--- src/rtl/div_pkg.sv ---
// Shared types and constants for the sequential 4-bit restoring divider.
// Latency: n/a (package only).
// Backpressure: n/a (package only).
package div_pkg;

    localparam int WIDTH = 4;

    // Quotient reported for a zero divisor (all ones).
    localparam logic [WIDTH-1:0] DIV0_QUOTIENT = 4'hF;

    typedef enum logic [1:0] {
        ST_IDLE = 2'd0,
        ST_CALC = 2'd1,
        ST_DONE = 2'd2
    } div_state_t;

endpackage

--- src/rtl/add_sub.sv ---
// 4-bit adder/subtractor: i_s=0 gives a+b, i_s=1 gives a-b in two's complement.
// Latency: combinational, zero cycles.
// Backpressure: none; purely combinational.
//
// Ports:
//   i_a, i_b : operands
//   i_s      : 0 = add, 1 = subtract
//   o_sum    : low WIDTH bits of the result
//   o_cout   : carry out; in subtract mode 1 means no borrow (a >= b)
module add_sub
    import div_pkg::*;
(
    input  logic [WIDTH-1:0] i_a,
    input  logic [WIDTH-1:0] i_b,
    input  logic             i_s,
    output logic [WIDTH-1:0] o_sum,
    output logic             o_cout
);

    logic [WIDTH:0] full_sum;

    // Subtract as a + ~b + 1; the +1 rides in on i_s.
    assign full_sum = {1'b0, i_a}
                    + {1'b0, i_b ^ {WIDTH{i_s}}}
                    + {{WIDTH{1'b0}}, i_s};

    assign o_sum  = full_sum[WIDTH-1:0];
    assign o_cout = full_sum[WIDTH];

endmodule

--- src/rtl/div_4bit_seq.sv ---
// Sequential unsigned restoring divider, one quotient bit per clock.
// Latency: done pulse follows the start edge by 5 edges (1 edge for a zero divisor).
// Backpressure: none; i_start is only sampled in IDLE and ignored otherwise.
//
// Ports:
//   i_clk, i_rst_n          : clock (rising edge), async active-low reset
//   i_start                 : start request, accepted in IDLE only
//   i_dividend, i_divisor   : operands, captured on the accepted start edge
//   o_busy                  : high while iterating
//   o_done                  : one-cycle pulse when results become valid
//   o_quotient, o_remainder : results, held until the next completion
//   o_div_zero              : divisor was zero, held with the results
module div_4bit_seq
    import div_pkg::*;
(
    input  logic             i_clk,
    input  logic             i_rst_n,
    input  logic             i_start,
    input  logic [WIDTH-1:0] i_dividend,
    input  logic [WIDTH-1:0] i_divisor,
    output logic             o_busy,
    output logic             o_done,
    output logic [WIDTH-1:0] o_quotient,
    output logic [WIDTH-1:0] o_remainder,
    output logic             o_div_zero
);

    div_state_t       state_q;
    logic [1:0]       cnt_q;
    logic [WIDTH:0]   r_q;      // partial remainder, one guard bit
    logic [WIDTH-1:0] q_q;      // dividend shifting out / quotient shifting in
    logic [WIDTH-1:0] d_q;      // captured divisor

    logic [WIDTH:0]   r_shift;
    logic [WIDTH-1:0] q_shift;
    logic [WIDTH-1:0] sub_sum;
    logic             sub_cout;
    logic             sub_ok;
    logic [WIDTH:0]   r_nxt;
    logic [WIDTH-1:0] q_nxt;

    // The trial subtraction; the only subtractor in the datapath.
    add_sub u_sub (
        .i_a    (r_shift[WIDTH-1:0]),
        .i_b    (d_q),
        .i_s    (1'b1),
        .o_sum  (sub_sum),
        .o_cout (sub_cout)
    );

    always_comb begin
        r_shift = {r_q[WIDTH-1:0], q_q[WIDTH-1]};
        q_shift = {q_q[WIDTH-2:0], 1'b0};
        // A set guard bit means the shifted remainder exceeds any 4-bit divisor,
        // so the subtract succeeds even though the 4-bit adder reports a borrow.
        sub_ok  = r_shift[WIDTH] | sub_cout;
        if (sub_ok) begin
            r_nxt = {1'b0, sub_sum};
            q_nxt = {q_shift[WIDTH-1:1], 1'b1};
        end else begin
            r_nxt = r_shift;
            q_nxt = q_shift;
        end
    end

    always_ff @(posedge i_clk or negedge i_rst_n) begin
        if (!i_rst_n) begin
            state_q     <= ST_IDLE;
            cnt_q       <= 2'd0;
            r_q         <= '0;
            q_q         <= '0;
            d_q         <= '0;
            o_busy      <= 1'b0;
            o_done      <= 1'b0;
            o_quotient  <= '0;
            o_remainder <= '0;
            o_div_zero  <= 1'b0;
        end else begin
            case (state_q)
                ST_IDLE: begin
                    if (i_start) begin
                        if (i_divisor != '0) begin
                            d_q     <= i_divisor;
                            q_q     <= i_dividend;
                            r_q     <= '0;
                            cnt_q   <= 2'd0;
                            o_busy  <= 1'b1;
                            state_q <= ST_CALC;
                        end else begin
                            // Zero divisor short-circuits straight to the result.
                            o_quotient  <= DIV0_QUOTIENT;
                            o_remainder <= i_dividend;
                            o_div_zero  <= 1'b1;
                            o_done      <= 1'b1;
                            state_q     <= ST_DONE;
                        end
                    end
                end
                ST_CALC: begin
                    r_q   <= r_nxt;
                    q_q   <= q_nxt;
                    cnt_q <= cnt_q + 2'd1;
                    if (cnt_q == 2'd3) begin
                        o_quotient  <= q_nxt;
                        o_remainder <= r_nxt[WIDTH-1:0];
                        o_div_zero  <= 1'b0;
                        o_busy      <= 1'b0;
                        o_done      <= 1'b1;
                        state_q     <= ST_DONE;
                    end
                end
                ST_DONE: begin
                    o_done  <= 1'b0;
                    state_q <= ST_IDLE;
                end
                default: begin
                    o_busy  <= 1'b0;
                    o_done  <= 1'b0;
                    state_q <= ST_IDLE;
                end
            endcase
        end
    end

endmodule

--- config.mk ---
export PLATFORM = sky130hd
export DESIGN_NAME = div_4bit_seq
export DESIGN_NICKNAME = d
export VERILOG_FILES = /design/src/rtl/div_pkg.sv /design/src/rtl/add_sub.sv /design/src/rtl/div_4bit_seq.sv
export SDC_FILE = /design/constraint.sdc
export NUM_CORES = 1
export LEC_CHECK = 0
export BUFFER_PORTS_ARGS = -buffer_cell sky130_fd_sc_hd__buf_2
export CORE_ASPECT_RATIO = 1.5
export CORE_MARGIN = 5
export CORE_UTILIZATION = 35
export DETAILED_ROUTE_END_ITERATION = 7
export GPL_ROUTABILITY_DRIVEN = 1
export PLACE_DENSITY = 0.52
export SKIP_LAST_GASP = 1
export SYNTH_ARGS = -nofsm -noshare
export SYNTH_HDL_FRONTEND = slang
export SYNTH_SLANG_ARGS = --single-unit
export TNS_END_PERCENT = 1
--- constraint.sdc ---
create_clock -name i_clk -period 2.8 [get_ports i_clk]
set_clock_uncertainty 0.1 [all_clocks]
set_input_delay 0.28 -clock i_clk [delete_from_list [all_inputs] [get_ports i_clk]]
set_output_delay 0.28 -clock i_clk [all_outputs]
set_load 0.01 [all_outputs]
==> reports/metrics.cfg <==
[status]
status = finished clean

[logic_synthesis]
synth_fa_ha_area_share_pct = 5.989
synthArstFlopShare_pct = 100.0
synthFlopType = dfrtp_1
yosys-mux-area-fraction_pct = 3.085
synth_top_area_share_pct = 49.00
synthXorXnorAreaFrac_pct = 1.270
synth.cell_area_um2 = 1379
ys_types = 39
syn_inst = 135
ys_seq_area_share_pct = 49.00
synthSimpleGateAreaFrac_pct = 15.97
synth_top_family_by_area = compound AO/OA/AOI/OAI gates
syn-num-nets = 152
synth_area_leaders = dfrtp_1 49%, o21ai_0 4.7%, ha_1 4.5%
synth_area_per_cell_um2 = 10.21
synth-edff-count = 0
yosysWarnings = 0
ys_ff_latch = 27
synth_top_area_cell = dfrtp_1
synth_compound_area_share_pct = 18.51

[cells_and_area]
diodes = 0
multi_input_area_um2 = 618.1
final_cell_mix = 27 x dfrtp_1, 21 x buf_2, 13 x o21ai_0, 13 x nand2_1, 13 x nor2_1
syn_to_final_growth_pct = 13.34
layout_commonest_cell = dfrtp_1
fill_cells = 411
register_area_um2 = 675.6
nNetsFinal = 175
final_area_um2 = 1563
drive_above_1_share_pct = 23.57

[global_routing]
gr-total-overflow = 0
grt_first_pass_wirelength_um = 5175
grt_pass1_vias = 1111
grt_usage_pct = 13.05
antenna_found_initial = 0
grt_max_degree = 28

[route]
via_count = 1045
drtIter0Drc = 37
wl_um = 3052
wl_per_cell_um = 15.11
dr_wl_met2_um = 1616
wl_met1_um = 1220
drcViolationCount = 0
ant_nets = 0
wl_met3_um = 123
drt-pass1-iter-count = 4
vias_per_cell = 5.173
highest_layer = met4

[power_and_ir_drop]
intPower_w = 0.001113
switching_share_pct = 43.41
comb_power_share_pct = 52.0
power_density_nw_per_um2 = 1259
seqPwrFrac_pct = 36.5
ir_worst_vdd_mv = 0.4921
p_sw_w = 0.0008542
leakagePower_nw = 0.7069
pwr-share-clk_pct = 11.5

[timing]
timing.slew.headroom_pct = 58.78
period_share_pct = 77.18
finalCriticalPeriod_ns = 2.161
setup_tns_ns = 0
worst_pin_slew_ns = 0.6183
setup_viol = 0
drv_slew = 0
rsz0062_at_grt = no
max_freq_mhz = 462.7
finalHoldViolCount = 0

[critical_path]
cp_data_arrival_time_ns = 2.23
critPathKind = reg -> reg
crit_fanout = 8
timing.critical_path.buf_inv = 2
cp-end-kind = flop
critical-path-max-stage-delay_ns = 0.40
required_ns = 2.87
path_common_cell = inv_1
start_kind = flop
crit_slowest_cell = fa_1
critPathTopFamily = adder cells
path_cells = inv_1, ha_1, inv_1, fa_1, nand3_1, nand2_1, mux2i_1, a21oi_1, mux2_2

[clock_tree]
clk_pin_slew_ns = 0.09
numCtsBuffers = 3
cts_setup_buffers = 0
cts.root.buffer_cell = clkbuf_8
cts_tree = done
cts.sinks = 27
cts_resized = 0
holdBufCountCts = 1
cts.path.max_buffers = 2
worstSkewPairLatency_ns = 0.28
cts_htree_levels = 1

[placement]
gp_congestion = 0.8284
dpl_cell_area_um2 = 1508
dp_hpwl_um = 2310
portBuffers = 21

[floorplanning]
fp.coreArea_um2 = 3889
chipWidth_um = 61.25
fp.dieArea_um2 = 5320
die_h_um = 86.87
pin_count = 22
start_util_pct = 35.46
num_rows = 28

[job]
max_cap_viol_count = 0

[worst_hold_path]
hold_class = in -> reg

final timing paths:
check,from,to,slack [ns],cells past startpoint
min in group asynchronous,i_rst_n,o_done,0.44,2
max,q_q[3],o_remainder[1],0.64,9
min,i_dividend[1],q_q[1],0.17,3
max reg2reg,q_q[3],o_remainder[1],0.64,9
max in group asynchronous,i_rst_n,o_remainder[1],1.76,2
min reg2reg,o_remainder[2],o_remainder[2],0.39,1
power by group through the flow:
stage               combinational [W]  sequential [W]  clock, W
global placement              0.00102        0.000726         0
global route                  0.00119        0.000743  0.000253
floorplan                    0.000784        0.000705         0
finish                        0.00102        0.000718  0.000226
CTS                           0.00104        0.000720  0.000236
detailed placement            0.00103        0.000728         0
registers in the layout, indices dropped and copies added, names as in the netlist:
name         cells
r_q              4
q_q              4
o_quotient       4
o_done           1
o_remainder      4
o_busy           1
o_div_zero       1
d_q              4
cnt_q            2
state_q          2
synth_stat cells, drive strengths merged (2+ instances only):
library cell	n
nand3	3
inv	12
nand2	14
mux2	2
ha	5
buf	5
dfrtp	27
a21oi	7
a31oi	8
o21ai	14
mux2i	2
xor2	2
nor2	14
metal layers:
layer,GRT usage (%),vias up
li1,-,516
met1,14.86,502
met2,22.16,17
met3,3.116,10
met4,6.114,0
met5,0,-
through the flow:
step	instances	total power [W]	setup WS (ns)	utilization [%]	hold WS (ns)
after floorplan	135	0.001489	0.8096	-	-0.1156
after global placement	197	0.001742	0.7124	38.77	0.2286
after detailed placement	197	0.001760	0.6568	38.77	0.2387
after CTS	202	0.001997	0.6387	40.19	0.1616
after global routing	202	0.002185	0.4641	40.19	0.1764
final	202	0.001968	0.6389	40.19	0.1669
area by class of cell:
type	count	area share, %
Multi-Input combinational cell	91	39.55
Inverter	12	2.882
Tap cell	45	3.603
Timing Repair Buffer	23	7.846
Clock buffer	4	2.882
Sequential cell	27	43.23
cells by family after synthesis:
family / count (synthesis)
xor+xnor: 2
compound gates: 40
buf+inv: 17
simple gates: 39
fa+ha+maj: 6
flops: 27
mux: 4
worst min-delay path: cells and delay by family:
family          cells  cell delay [ns]
compound gates      1             0.07
buf+inv             1             0.11
simple gates        1             0.05
Power figures use the tool's default switching activity.
